<file path="src/rtl/branch_resolve_unit.sv">
`timescale 1ns/1ps
// ---------------------------------------------------------------------------
// branch_resolve_unit
//
// Purpose:
//   Resolves branch conditions in EX from the ALU result.
//   Trains a direct-mapped table of 2-bit saturating counters (BHT) that
//   the fetch stage reads for its predictions.
//   Compares the resolved direction with the fetch-time prediction.
//   On a mispredict, raises a pipeline flush that lasts FLUSH_CYCLES cycles.
//
// Ports:
//   clk            clock, all state updates on the rising edge
//   reset          synchronous, active-high
//   pred_idx       fetch-side BHT lookup index
//   pred_taken     MSB of BHT[pred_idx], combinational read
//   br_valid       a branch is present in EX this cycle
//   br_sel         000 jump/jr, 001 beq, 010 bne, 011 bgt, 100 blt, others none
//   alu_out        ALU result used for the condition test
//   br_idx         BHT index of the branch in EX
//   br_pred_taken  prediction made at fetch for this branch
//   res_valid      registered one-cycle pulse, resolution valid
//   res_taken      registered resolved direction, holds between resolutions
//   mispredict     registered one-cycle pulse, res_taken != br_pred_taken
//   flush          high while the flush counter is nonzero
// ---------------------------------------------------------------------------
module branch_resolve_unit #(
    parameter int DATA_W       = 32,
    parameter int BHT_IDX_W    = 4,
    parameter int FLUSH_CYCLES = 2
) (
    input  logic                 clk,
    input  logic                 reset,
    input  logic [BHT_IDX_W-1:0] pred_idx,
    output logic                 pred_taken,
    input  logic                 br_valid,
    input  logic [2:0]           br_sel,
    input  logic [DATA_W-1:0]    alu_out,
    input  logic [BHT_IDX_W-1:0] br_idx,
    input  logic                 br_pred_taken,
    output logic                 res_valid,
    output logic                 res_taken,
    output logic                 mispredict,
    output logic                 flush
);

    localparam int BHT_DEPTH = 2 ** BHT_IDX_W;
    localparam int CNT_W     = $clog2(FLUSH_CYCLES + 1);

    localparam logic [2:0] SEL_JUMP = 3'b000;
    localparam logic [2:0] SEL_BEQ  = 3'b001;
    localparam logic [2:0] SEL_BNE  = 3'b010;
    localparam logic [2:0] SEL_BGT  = 3'b011;
    localparam logic [2:0] SEL_BLT  = 3'b100;

    logic [1:0]       bht [BHT_DEPTH];
    logic [CNT_W-1:0] flushCnt;

    logic             isZero;
    logic             isNeg;
    logic             condTaken;
    logic             isConditional;
    logic             accept;
    logic             wrongGuess;
    logic [1:0]       curCounter;
    logic [1:0]       nextCounter;

    // The fetch stage sees the stored counter directly.
    // A write in this cycle therefore only becomes visible after the edge.
    assign pred_taken = bht[pred_idx][1];

    // Flush is derived from the counter, so it rises at the same edge that loads it.
    assign flush = (flushCnt != '0);

    // While a flush is draining, whatever sits in EX is a wrong-path
    // instruction and must neither resolve nor train the table.
    assign accept = br_valid && !flush;

    assign isZero = (alu_out == '0);
    assign isNeg  = alu_out[DATA_W-1];

    // Condition evaluation from the ALU result.
    // Signed greater-than zero means the value is neither negative nor zero.
    // Only the conditional branches (beq..blt) are allowed to train the BHT.
    // Jumps are always taken, but they would only pollute the counters.
    always_comb begin
        condTaken     = 1'b0;
        isConditional = 1'b0;
        case (br_sel)
            SEL_JUMP: condTaken = 1'b1;
            SEL_BEQ: begin
                condTaken     = isZero;
                isConditional = 1'b1;
            end
            SEL_BNE: begin
                condTaken     = !isZero;
                isConditional = 1'b1;
            end
            SEL_BGT: begin
                condTaken     = !isNeg && !isZero;
                isConditional = 1'b1;
            end
            SEL_BLT: begin
                condTaken     = isNeg;
                isConditional = 1'b1;
            end
            default: begin
                condTaken     = 1'b0;
                isConditional = 1'b0;
            end
        endcase
    end

    assign wrongGuess = (condTaken != br_pred_taken);

    // Saturating 2-bit counter step for the entry the EX branch maps to.
    // The counter moves toward 11 when taken and toward 00 when not taken.
    always_comb begin
        curCounter  = bht[br_idx];
        nextCounter = curCounter;
        if (condTaken) begin
            if (curCounter != 2'b11) begin
                nextCounter = curCounter + 2'b01;
            end
        end else begin
            if (curCounter != 2'b00) begin
                nextCounter = curCounter - 2'b01;
            end
        end
    end

    // Resolution outputs are registered one cycle after accept.
    // res_taken deliberately holds its last value when nothing resolves,
    // so consumers may keep looking at the most recent outcome.
    always_ff @(posedge clk) begin
        if (reset) begin
            res_valid  <= 1'b0;
            res_taken  <= 1'b0;
            mispredict <= 1'b0;
        end else begin
            res_valid  <= accept;
            mispredict <= accept && wrongGuess;
            if (accept) begin
                res_taken <= condTaken;
            end
        end
    end

    // Flush counter.
    // It is loaded at the same edge that raises mispredict and then counts down to zero.
    // No new mispredict can load it mid-flush, because accept is blocked while it is nonzero.
    always_ff @(posedge clk) begin
        if (reset) begin
            flushCnt <= '0;
        end else if (accept && wrongGuess) begin
            flushCnt <= CNT_W'(FLUSH_CYCLES);
        end else if (flushCnt != '0) begin
            flushCnt <= flushCnt - CNT_W'(1);
        end
    end

    // Branch history table.
    // Every entry starts weakly not-taken.
    // An entry is only written for accepted conditional branches.
    always_ff @(posedge clk) begin
        if (reset) begin
            for (int i = 0; i < BHT_DEPTH; i++) begin
                bht[i] <= 2'b01;
            end
        end else if (accept && isConditional) begin
            bht[br_idx] <= nextCounter;
        end
    end

endmodule

</file>
<file path="config.mk">
export PLATFORM = sky130hd
export DESIGN_NAME = branch_resolve_unit
export DESIGN_NICKNAME = d
export VERILOG_FILES = /design/src/rtl/branch_resolve_unit.sv
export SDC_FILE = /design/constraint.sdc
export NUM_CORES = 1
export LEC_CHECK = 0
export BUFFER_PORTS_ARGS = -buffer_cell sky130_fd_sc_hd__buf_2
export CORE_ASPECT_RATIO = 0.7
export CORE_MARGIN = 5
export CORE_UTILIZATION = 42
export DETAILED_ROUTE_END_ITERATION = 10
export PLACE_DENSITY = 0.66
export SLEW_MARGIN = 10
export SYNTH_ARGS = -nofsm -noshare
export SYNTH_HDL_FRONTEND = slang
export SYNTH_SLANG_ARGS = --single-unit
</file>
<file path="constraint.sdc">
create_clock -name clk -period 2.7 [get_ports clk]
set_input_delay 0.135 -clock clk [delete_from_list [all_inputs] [get_ports clk]]
set_output_delay 0.135 -clock clk [all_outputs]
set_load 0.03 [all_outputs]
</file>
==> impl_metrics.env, run 1 <==
export IMPL_avgSynthCellArea_um2=11.9
export IMPL_dr_wl_met3_um=310
export IMPL_rsz0062_at_grt="no"
export IMPL_synthAdderAreaFrac_pct=1.03
export IMPL_tightestPinTransition_ps=575
export IMPL_start_kind="register"
export IMPL_place_gp_congestion=0.809
export IMPL_route_detailed_drc=0
export IMPL_hpwl_mm=3.67
export IMPL_worst_path_max_fanout=16
export IMPL_synth_top_family_by_area="simple AND/OR/NAND/NOR gates"
export IMPL_die_w_um=93.8
export IMPL_finalHoldViolations=0
export IMPL_antenna_found_initial=0
export IMPL_wirelength_mm=4.82
export IMPL_r2r_start="bht[8][1]"
export IMPL_ir_drop_uv=263
export IMPL_slew_headroom_pct=61.6
export IMPL_synth_largest_area_cell="edfxtp_1"
export IMPL_insertion_delay_ps=290
export IMPL_numPortBuffers=51
export IMPL_cpPeakStageDelay_ps=510
export IMPL_area_growth_pct=19.2
export IMPL_r2r_slack_ps=320
export IMPL_synth_xor_area_share_pct=0.424
export IMPL_worstSetupStartpoint="bht[8][1]"
export IMPL_cts_tree="done"
export IMPL_hp_class="in -> reg"
export IMPL_io_pins=52
export IMPL_synth_area_leaders="edfxtp_1 47%, mux4_1 10%, mux4_2 6.5%"
export IMPL_grt_pass1_vias=1513
export IMPL_grt_remaining_overflow=0
export IMPL_timing_setup_tns_ps=0
export IMPL_p_leak_nw=0.903
export IMPL_post_cts_repair_setup_buffers=0
export IMPL_r2r_cells=5
export IMPL_rows=21
export IMPL_setup_slack_ps=321
export IMPL_synthesis_instances=174
export IMPL_power_density_nw_per_um2=489
export IMPL_cts_resized=0
export IMPL_antenna_cells=0
export IMPL_clock_sinks=37
export IMPL_critPathKind="reg -> reg"
export IMPL_synthSimpleGateAreaFrac_pct=22.2
export IMPL_arrival_ps=2430
export IMPL_root_buffer="clkbuf_8"
export IMPL_synth_compound_area_share_pct=3.27
export IMPL_firstDrtPassIters=4
export IMPL_synthMuxAreaShare_pct=17.8
export IMPL_grt_pass1_wl_mm=7.71
export IMPL_yosysTopAreaCellShare_pct=46.6
export IMPL_drv_slew=0
export IMPL_post_synth_num_cell_types=35
export IMPL_postRouteAntennaNets=0
export IMPL_track_usage_pct=16.5
export IMPL_final_nets=272
export IMPL_cts_made_buffers=5
export IMPL_grt_max_degree=17
export IMPL_htree_levels=2
export IMPL_crit_path_end_kind="register"
export IMPL_ys_seq_area_share_pct=51.4
export IMPL_max_freq_ghz=0.420
export IMPL_core_area_um2=4760
export IMPL_clockBufferDepth=2
export IMPL_ys_warn_count=0
export IMPL_critPathRequiredTime_ps=2750
export IMPL_path_cells="mux4_1 -> mux2_2 -> o21ai_0 -> maj3_2 -> or2b_1"
export IMPL_initialDrtViolationCount=154
export IMPL_dr_total_vias=1566
export IMPL_die_height_um=68.6
export IMPL_drive_above_1_share_pct=33.2
export IMPL_worstSetupEndpoint="bht[12][0]"
export IMPL_syn_nets=221
export IMPL_pre_cts_ws_ps=193
export IMPL_r2r_end="bht[12][0]"
export IMPL_maxUsedRoutingLayer="met4"
export IMPL_drt_vias_per_instance=5.31
export IMPL_start_util_pct=43.4
export IMPL_fin_crit_sh_pct=88.1
export IMPL_run_status="completed"
export IMPL_wl_met2_mm=2.19
export IMPL_wl_per_cell_um=16.3
export IMPL_die_area_um2=6440
export IMPL_hold_buffers=0
export IMPL_maxCapViolCount=0
export IMPL_synth_area_um2=2060
export IMPL_finClkSkew_ps=10.1
export IMPL_dpl_cell_count=287
export IMPL_synth_seq_cells=37
export IMPL_fin_cells=295
export IMPL_m1WireLength_mm=2.26
export IMPL_crit_slowest_cell="mux4_1"
export IMPL_min_period_ps=2380
export IMPL_path_clk_slew_ps=80
export IMPL_finalSetupViolations=0
-- cell families (layout without fill, tap and decap cells) --
| family | after synthesis | after routing |
|---|---|---|
| compound gates | 10 | 10 |
| xor+xnor | 1 | 1 |
| fa+ha+maj | 2 | 2 |
| buf+inv | 16 | 68 |
| flops | 37 | 37 |
| mux | 16 | 16 |
| simple gates | 92 | 92 |
-- metrics by stage --
step                      power [mW]  util [%]  cell area [um2]  hold slack [ps]
after floorplan                0.767         -             2060              208
after global placement         0.836      49.9             2370              404
after detailed placement       0.839      49.9             2370              404
after CTS                       1.21      51.7             2460             85.5
after global routing            1.26      51.7             2460             98.9
final                           1.20      51.7             2460             87.4
-- worst min path at each step --
| stage | slack (ps) | end | startpoint | depth (start not counted) |
|---|---|---|---|---|
| 6_report | 90 | res_taken | reset | 2 |
| 5_1_grt | 100 | flushCnt[0] | reset | 2 |
| 4_1_cts | 90 | res_taken | reset | 2 |
| 3_5_place_dp | 400 | res_taken | reset | 2 |
| 3_3_place_gp | 400 | res_taken | reset | 2 |
| 2_1_floorplan | 210 | res_taken | reset | 1 |
-- synth_stat cells, drive strengths merged --
| master | count |
|---|---|
| maj3 | 2 |
| o21ai | 6 |
| and2 | 2 |
| o311a | 1 |
| nand3 | 12 |
| nor2 | 17 |
| nor3 | 7 |
| or3 | 1 |
| nor2b | 4 |
| mux2 | 1 |
| a211oi | 1 |
| mux4 | 14 |
| inv | 5 |
| a221o | 1 |
| nand2b | 2 |
| mux2i | 1 |
| buf | 5 |
| a32o | 1 |
| clkbuf | 6 |
| nand4 | 3 |
| nor4b | 1 |
| or2 | 3 |
| and4 | 2 |
| or2b | 1 |
| nand2 | 27 |
| edfxtp | 32 |
| dfxtp | 5 |
| xnor2 | 1 |
| nor3b | 1 |
| nor4 | 9 |
-- cell usage in the layout (no fill, tap or decap) --
| cell type | Yosys | routed |
|---|---|---|
| a211oi_1 | 1 | 1 |
| a221o_1 | 1 | 1 |
| a32o_1 | 1 | 1 |
| and2_1 | 2 | 2 |
| and4_1 | 2 | 2 |
| buf_2 | 1 | 51 |
| buf_4 | 1 | 4 |
| clkbuf_8 | 0 | 5 |
| clkinv_2 | 0 | 2 |
| clkinvlp_4 | 0 | 1 |
| dfxtp_1 | 5 | 5 |
| edfxtp_1 | 32 | 32 |
| inv_1 | 5 | 5 |
| maj3_1 | 1 | 1 |
| maj3_2 | 1 | 1 |
| mux2_2 | 1 | 1 |
| mux2i_1 | 1 | 1 |
| mux4_1 | 8 | 8 |
| mux4_2 | 6 | 6 |
| nand2_1 | 27 | 27 |
| nand2b_1 | 2 | 2 |
| nand3_1 | 12 | 12 |
| nand4_1 | 3 | 3 |
| nor2_1 | 17 | 17 |
| nor2b_1 | 4 | 4 |
| nor3_1 | 7 | 7 |
| nor3b_1 | 1 | 1 |
| nor4_1 | 9 | 9 |
| nor4b_2 | 1 | 1 |
| o21ai_0 | 6 | 6 |
| o311a_1 | 1 | 1 |
| or2_2 | 3 | 3 |
| or2b_1 | 1 | 1 |
| or3_1 | 1 | 1 |
| xnor2_1 | 1 | 1 |
-- registers in the layout (all words and copies together), names as in the netlist --
register and cells:
bht 32, mispredict 1, flushCnt 2, res_valid 1
res_taken 1
-- final cells by class --
| cell class | instances | area [um2] |
|---|---|---|
| fill | 433 | 2300 |
| sequential | 37 | 1060 |
| multi-input combinational | 121 | 922 |
| timing repair buffer | 55 | 285 |
| tap | 69 | 86.3 |
| clock buffer | 5 | 68.8 |
| inverter | 5 | 18.8 |
| clock inverter | 3 | 17.5 |
-- report_power, final --
part,total (mW),switching [mW],internal [mW]
registers,0.643,0.00812,0.635
clock network,0.377,0.199,0.178
logic,0.183,0.105,0.0784
-- critical path, delay by kind of cell, from the launching register on --
| kind | cells | cell delay [ps] |
|---|---|---|
| AND/OR/NAND/NOR | 1 | 260 |
| AO/OA/AOI/OAI | 1 | 250 |
| adder cells (fa/ha/maj) | 1 | 450 |
| flip-flops | 1 | 400 |
| multiplexers | 2 | 780 |
-- layer usage --
metal  up-vias  GRT usage [%]
met3         5           3.36
met4         0           6.13
li1        769              -
met1       747           24.2
met2        45           24.3
met5         -              0
Note: power is estimated with default switching activity, not from simulation.
==> inputs of run 2 (changes only) <==
--- a/config.mk
+++ b/config.mk
@@ -5,12 +5,13 @@
 export SDC_FILE = /design/constraint.sdc
 export NUM_CORES = 1
 export LEC_CHECK = 0
+export ABC_AREA = 1
 export BUFFER_PORTS_ARGS = -buffer_cell sky130_fd_sc_hd__buf_2
 export CORE_ASPECT_RATIO = 0.7
 export CORE_MARGIN = 5
 export CORE_UTILIZATION = 42
 export DETAILED_ROUTE_END_ITERATION = 10
-export PLACE_DENSITY = 0.66
+export PLACE_DENSITY = 0.65
 export SLEW_MARGIN = 10
 export SYNTH_ARGS = -nofsm -noshare
 export SYNTH_HDL_FRONTEND = slang
==> constraint.sdc (replaced) <==
create_clock -name clk -period 2.9 [get_ports clk]
set_input_delay 0.145 -clock clk [delete_from_list [all_inputs] [get_ports clk]]
set_output_delay 0.145 -clock clk [all_outputs]
set_load 0.03 [all_outputs]
==> run 2 against run 1 <==
Effect of this change: total power is 2.4% higher; combinational power is 13% higher; utilization is 0.56 points lower.
==> impl_metrics.env, run 2 <==
export IMPL_r2r_slack_ps=950
export IMPL_fin_crit_sh_pct=67.3
export IMPL_wirelength_mm=5.41
export IMPL_p_leak_nw=1.11
export IMPL_yosysTopAreaCellShare_pct=43.7
export IMPL_largest_register_ffs=32
export IMPL_final_nets=392
export IMPL_fin_area_um2=2630
export IMPL_insertion_delay_ps=290
export IMPL_grt_pass1_vias=1893
export IMPL_core_area_um2=5150
export IMPL_route_detailed_drc=0
export IMPL_async_reset_ff_share_pct=0
export IMPL_run_status="completed"
export IMPL_regArea_um2=1060
export IMPL_synth_seq_cells=37
export IMPL_r2r_start="bht[9][1]"
export IMPL_clockBufferDepth=2
export IMPL_worstSetupStartpoint="bht[9][1]"
export IMPL_initialDrtViolationCount=194
export IMPL_grt_pass1_wl_mm=8.69
export IMPL_place_gp_congestion=0.898
export IMPL_worst_path_max_fanout=16
export IMPL_syn_nets=337
export IMPL_maxCapViolCount=0
export IMPL_area_growth_pct=19.7
export IMPL_clock_sinks=37
export IMPL_firstDrtPassIters=5
export IMPL_path_clk_slew_ps=70
export IMPL_die_height_um=70.5
export IMPL_root_buffer="clkbuf_8"
export IMPL_synthesis_instances=290
export IMPL_cts_resized=0
export IMPL_antenna_cells=0
export IMPL_finalSetupViolations=0
export IMPL_io_pins=52
export IMPL_synth_common_cells="74 x nand2_1, 72 x nor2_1, 45 x inv_1, 32 x edfxtp_1, 16 x a22oi_1"
export IMPL_cts_made_buffers=5
export IMPL_htree_levels=2
export IMPL_largest_register="bht"
export IMPL_multi_input_area_um2=932
export IMPL_wl_per_cell_um=12.9
export IMPL_rsz0062_at_grt="no"
export IMPL_synth_area_um2=2200
export IMPL_hp_class="in -> reg"
export IMPL_post_cts_repair_setup_buffers=0
export IMPL_arrival_ps=1970
export IMPL_drt_vias_per_instance=4.84
export IMPL_dr_total_vias=2025
export IMPL_synth_ff_type="edfxtp_1"
export IMPL_ys_seq_area_share_pct=48.2
export IMPL_yosysMostFrequentCell="nand2_1"
export IMPL_synth_largest_area_cell="edfxtp_1"
export IMPL_critPathRequiredTime_ps=2920
export IMPL_start_util_pct=42.7
export IMPL_min_period_ps=1950
export IMPL_finalHoldViolations=0
export IMPL_synth_edf_count=32
export IMPL_track_usage_pct=16.7
export IMPL_layout_common_cells="74 x nand2_1, 72 x nor2_1, 51 x buf_2, 45 x inv_1, 32 x edfxtp_1"
export IMPL_fillerInstances=508
export IMPL_power_density_nw_per_um2=468
export IMPL_numPortBuffers=51
export IMPL_grt_remaining_overflow=0
export IMPL_hp_start="reset"
export IMPL_synth_area_leaders="edfxtp_1 44%, nand2_1 13%, nor2_1 12%"
export IMPL_antenna_found_initial=0
export IMPL_die_area_um2=6810
export IMPL_max_freq_ghz=0.513
export IMPL_hpwl_mm=4.36
export IMPL_crit_path_end_kind="register"
export IMPL_tightestPinTransition_ps=563
export IMPL_post_dp_cell_area_um2=2520
export IMPL_critPathKind="reg -> reg"
export IMPL_postRouteAntennaNets=0
export IMPL_top_regs="bht x32, flushCnt x2"
export IMPL_ys_warn_count=0
export IMPL_die_w_um=96.5
export IMPL_start_kind="register"
export IMPL_finClkSkew_ps=3.70
export IMPL_final_common_cell="nand2_1"
export IMPL_avgSynthCellArea_um2=7.58
export IMPL_post_synth_num_cell_types=26
export IMPL_slew_headroom_pct=62.2
export IMPL_cts_tree="done"
export IMPL_ir_drop_uv=177
export IMPL_drive_above_1_share_pct=19.9
export IMPL_hold_buffers=0
export IMPL_rows=22
export IMPL_grt_max_degree=19
export IMPL_drv_slew=0
export IMPL_timing_setup_tns_ps=0
export IMPL_final_util_pct=51.2
## run 2: metal layers
layer	up-vias	part of all wire, %	GRT usage [%]
li1	1041	-	-
met3	8	8.5	4.14
met1	901	46	24.2
met4	0	1.1	4.35
met5	-	0	0
met2	75	45	25.2
## run 2: worst paths after layout
path / end / cells after the start
worst max-delay path: bht[13][1] / 8
worst min-delay path: flushCnt[0] / 2
worst max register to register: bht[13][1] / 8
worst min register to register: flushCnt[0] / 1
## run 2: logic make-up after synthesis
group / after synthesis / synth area share, %
and+or+nand+nor: 162 / 29.3
buffers and inverters: 51 / 9.38
DFF: 37 / 48.2
AOI/OAI and AO/OA: 36 / 11.3
muxes: 4 / 1.82
## run 2: area by class of cell
| cell class | instances | area share (%) |
|---|---|---|
| inverters | 47 | 6.70 |
| multi-input cells | 202 | 35.4 |
| well taps | 72 | 3.42 |
| repair buffers | 52 | 9.98 |
| clock buffers | 8 | 4.23 |
| flip-flops and latches | 37 | 40.3 |
## run 2: power by group
part / leakage [nW] / switching, mW / internal, mW / total [mW]
clock network: 0.0566 / 0.182 / 0.246 / 0.427
registers: 0.319 / 0.00841 / 0.590 / 0.599
logic: 0.732 / 0.134 / 0.0713 / 0.206
## run 2: critical path: stages, from the launching register on
cell      delay [ps]
edfxtp_1         440
a22oi_1          200
nand2_1           90
nand2_1           60
nand2_1           90
nor2_4           120
nand2_1          100
a21oi_4          480
nor2_1           100
## run 2: per-stage QoR
step / setup WS (ps) / cells / hold WS (ps) / total power [mW]
finish: 949 / 418 / 63.0 / 1.23
global route: 785 / 418 / 64.9 / 1.29
CTS: 939 / 418 / 55.3 / 1.24
detailed placement: 863 / 410 / 369 / 0.816
global placement: 885 / 410 / 367 / 0.813
floorplan: 1260 / 290 / 222 / 0.743
==> inputs of run 3 (changes only) <==
--- a/config.mk
+++ b/config.mk
@@ -5,13 +5,13 @@
 export SDC_FILE = /design/constraint.sdc
 export NUM_CORES = 1
 export LEC_CHECK = 0
-export ABC_AREA = 1
+export ABC_AREA = 0
 export BUFFER_PORTS_ARGS = -buffer_cell sky130_fd_sc_hd__buf_2
 export CORE_ASPECT_RATIO = 0.7
 export CORE_MARGIN = 5
 export CORE_UTILIZATION = 42
 export DETAILED_ROUTE_END_ITERATION = 10
-export PLACE_DENSITY = 0.65
+export PLACE_DENSITY = 0.66
 export SLEW_MARGIN = 10
 export SYNTH_ARGS = -nofsm -noshare
 export SYNTH_HDL_FRONTEND = slang
==> constraint.sdc (replaced) <==
create_clock -name clk -period 1.9 [get_ports clk]
set_input_delay 0.095 -clock clk [delete_from_list [all_inputs] [get_ports clk]]
set_output_delay 0.095 -clock clk [all_outputs]
set_load 0.03 [all_outputs]
==> run 3 against run 2 <==
Effect of this change: the run now ends with setup timing left; non-clock buffer count rose by 23; clock skew rose by 2.3 ps; clock-buffer cell count fell by 2; die area fell by 5.4%; register-to-register slack got worse by 1200 ps; sequential cell count did not move; fmax fell by 8.6%; critical endpoint is now bht[11][0].
==> impl_metrics.env, run 3 (synthesis results as in run 1) <==
export IMPL_run_status="finished with violations"
export IMPL_violations="setup timing"
export IMPL_p_leak_nw=1.00
export IMPL_wirelength_mm=5.33
export IMPL_power_frac_seq_pct=52.0
export IMPL_route_detailed_drc=0
export IMPL_pwr_share_clk_pct=28.8
export IMPL_dpl_cell_count=305
export IMPL_critPathKind="reg -> reg"
export IMPL_antenna_cells=0
export IMPL_hp_start="reset"
export IMPL_area_growth_pct=31.4
export IMPL_r2r_cells=5
export IMPL_initialDrtViolationCount=127
export IMPL_largest_register_ffs=32
export IMPL_start_kind="register"
export IMPL_dr_total_vias=1658
export IMPL_critPathRequiredTime_ps=2040
export IMPL_antenna_found_initial=0
export IMPL_firstDrtPassIters=4
export IMPL_post_dp_cell_area_um2=2510
export IMPL_die_area_um2=6440
export IMPL_crit_slowest_cell="mux4_2"
export IMPL_top_regs="bht x32, flushCnt x2"
export IMPL_worstSetupStartpoint="bht[12][0]"
export IMPL_place_gp_congestion=0.833
export IMPL_ir_drop_uv=452
export IMPL_timing_setup_tns_ps=-6730
export IMPL_htree_levels=2
export IMPL_numPortBuffers=51
export IMPL_finalHoldViolations=0
export IMPL_cts_made_buffers=5
export IMPL_holdPathStages=3
export IMPL_finClkSkew_ps=6.03
export IMPL_crit_path_end_kind="register"
export IMPL_whs_ps=139
export IMPL_drv_slew=0
export IMPL_io_pins=52
export IMPL_tightestPinTransition_ps=550
export IMPL_final_common_cell="buf_2"
export IMPL_hpwl_mm=4.16
export IMPL_final_util_pct=57.0
export IMPL_rsz0062_at_grt="yes"
export IMPL_wl_per_cell_um=17.0
export IMPL_layout_common_cells="50 x buf_2, 32 x edfxtp_1, 27 x nand2_1, 21 x buf_4, 13 x mux4_2"
export IMPL_cts_tree="done"
export IMPL_p_int_mw=1.31
export IMPL_drive_above_1_share_pct=49.0
export IMPL_hp_class="in -> reg"
export IMPL_critical_path_most_common_cell="mux4_2"
export IMPL_drt_vias_per_instance=5.28
export IMPL_clock_sinks=37
export IMPL_postRouteAntennaNets=0
export IMPL_final_nets=292
export IMPL_path_clk_slew_ps=70
export IMPL_fin_cells=314
export IMPL_power_density_nw_per_um2=650
export IMPL_grt_pass1_vias=1635
export IMPL_finalSetupViolations=33
export IMPL_grt_remaining_overflow=0
export IMPL_rows=21
export IMPL_fin_area_um2=2710
export IMPL_maxCapViolCount=0
export IMPL_die_height_um=68.6
export IMPL_max_freq_ghz=0.468
export IMPL_path_cells="mux4_2 -> mux4_2 -> maj3_2 -> buf_12 -> nand4_1"
export IMPL_min_period_ps=2140
export IMPL_p_switching_mw=0.453
export IMPL_root_buffer="clkbuf_8"
export IMPL_p_comb_share_pct=19.1
export IMPL_start_util_pct=43.4
export IMPL_worst_path_max_fanout=11
export IMPL_track_usage_pct=17.6
export IMPL_die_w_um=93.8
export IMPL_r2r_start="bht[12][0]"
export IMPL_clockBufferDepth=2
export IMPL_grt_pass1_wl_mm=8.38
export IMPL_largest_register="bht"
export IMPL_core_area_um2=4760
export IMPL_grt_max_degree=16
export IMPL_cpPeakStageDelay_ps=510
export IMPL_arrival_ps=2280
export IMPL_slew_headroom_pct=63.3
export IMPL_setup_slack_ps=-235
export IMPL_fin_crit_sh_pct=112
export IMPL_swShare_pct=25.7
export IMPL_insertion_delay_ps=280
==> run 3: cell count changes in the layout (fill, tap and decap cells not counted), moves of 4 or more <==
| cell | change |
|---|---|
| nor2b_1 | +4 |
| nand2_1 | -47 |
| o21ai_0 | -5 |
| nor2_1 | -61 |
| a22oi_1 | -16 |
| buf_4 | +20 |
| a21oi_1 | -4 |
| nor4_1 | +8 |
| mux4_2 | +13 |
| nand3_1 | +4 |
| inv_1 | -41 |
| nor3_2 | +5 |
==> run 3: critical path: cells and delay by family, from the launching register on <==
family	cells	cell delay (ps)
buffers and inverters	1	160
adders and majority gates	1	370
and+or+nand+nor	1	80
DFF	1	410
muxes	2	980
==> run 3: metrics by stage <==
| step | power [mW] | setup slack [ps] |
|---|---|---|
| 3_5_place_dp | 1.23 | -266 |
| 2_1_floorplan | 1.10 | -93.5 |
| 3_3_place_gp | 1.23 | -220 |
| 5_1_grt | 1.83 | -278 |
| 4_1_cts | 1.75 | -214 |
| 6_report | 1.76 | -235 |
==> run 3: cell type report <==
class,instances,area (um2)
multi-input combinational,121,1000
tap,69,86.3
timing repair buffer,75,465
sequential,37,1060
fill,409,2050
clock inverter,1,3.75
inverter,5,18.8
clock buffer,6,72.6
==> run 3: path summary, 6_finish.rpt <==
check	to	slack [ps]
setup reg to reg	bht[11][0]	-240
setup / recovery	bht[11][0]	-240
hold reg to reg	res_taken	500
hold / removal	res_taken	140
==> run 3: power by group through the flow <==
| stage | logic [mW] | clock network [mW] | registers, mW |
|---|---|---|---|
| detailed placement | 0.299 | 0 | 0.933 |
| finish | 0.337 | 0.508 | 0.917 |
| global route | 0.361 | 0.549 | 0.918 |
| global placement | 0.296 | 0 | 0.933 |
| floorplan | 0.163 | 0 | 0.937 |
| CTS | 0.316 | 0.517 | 0.916 |
==> run 3: what timing repair did <==
action | CTS | global route
hold buffers | 0 | 0
gates resized for setup | 14 | 17
pin swaps | 4 | 2
buffers inserted | 2 | 0
endpoints found under the hold margin | 0 | 0
endpoints found under the setup margin | 45 | 61
==> run 3: per-layer routing <==
| metal | track usage [%] | up-vias | routed length [um] |
|---|---|---|---|
| met5 | 0 | - | 0 |
| met4 | 3.78 | 0 | 7 |
| met3 | 4.56 | 2 | 258 |
| met2 | 26.2 | 40 | 2460 |
| met1 | 26.0 | 814 | 2600 |
| li1 | - | 802 | - |
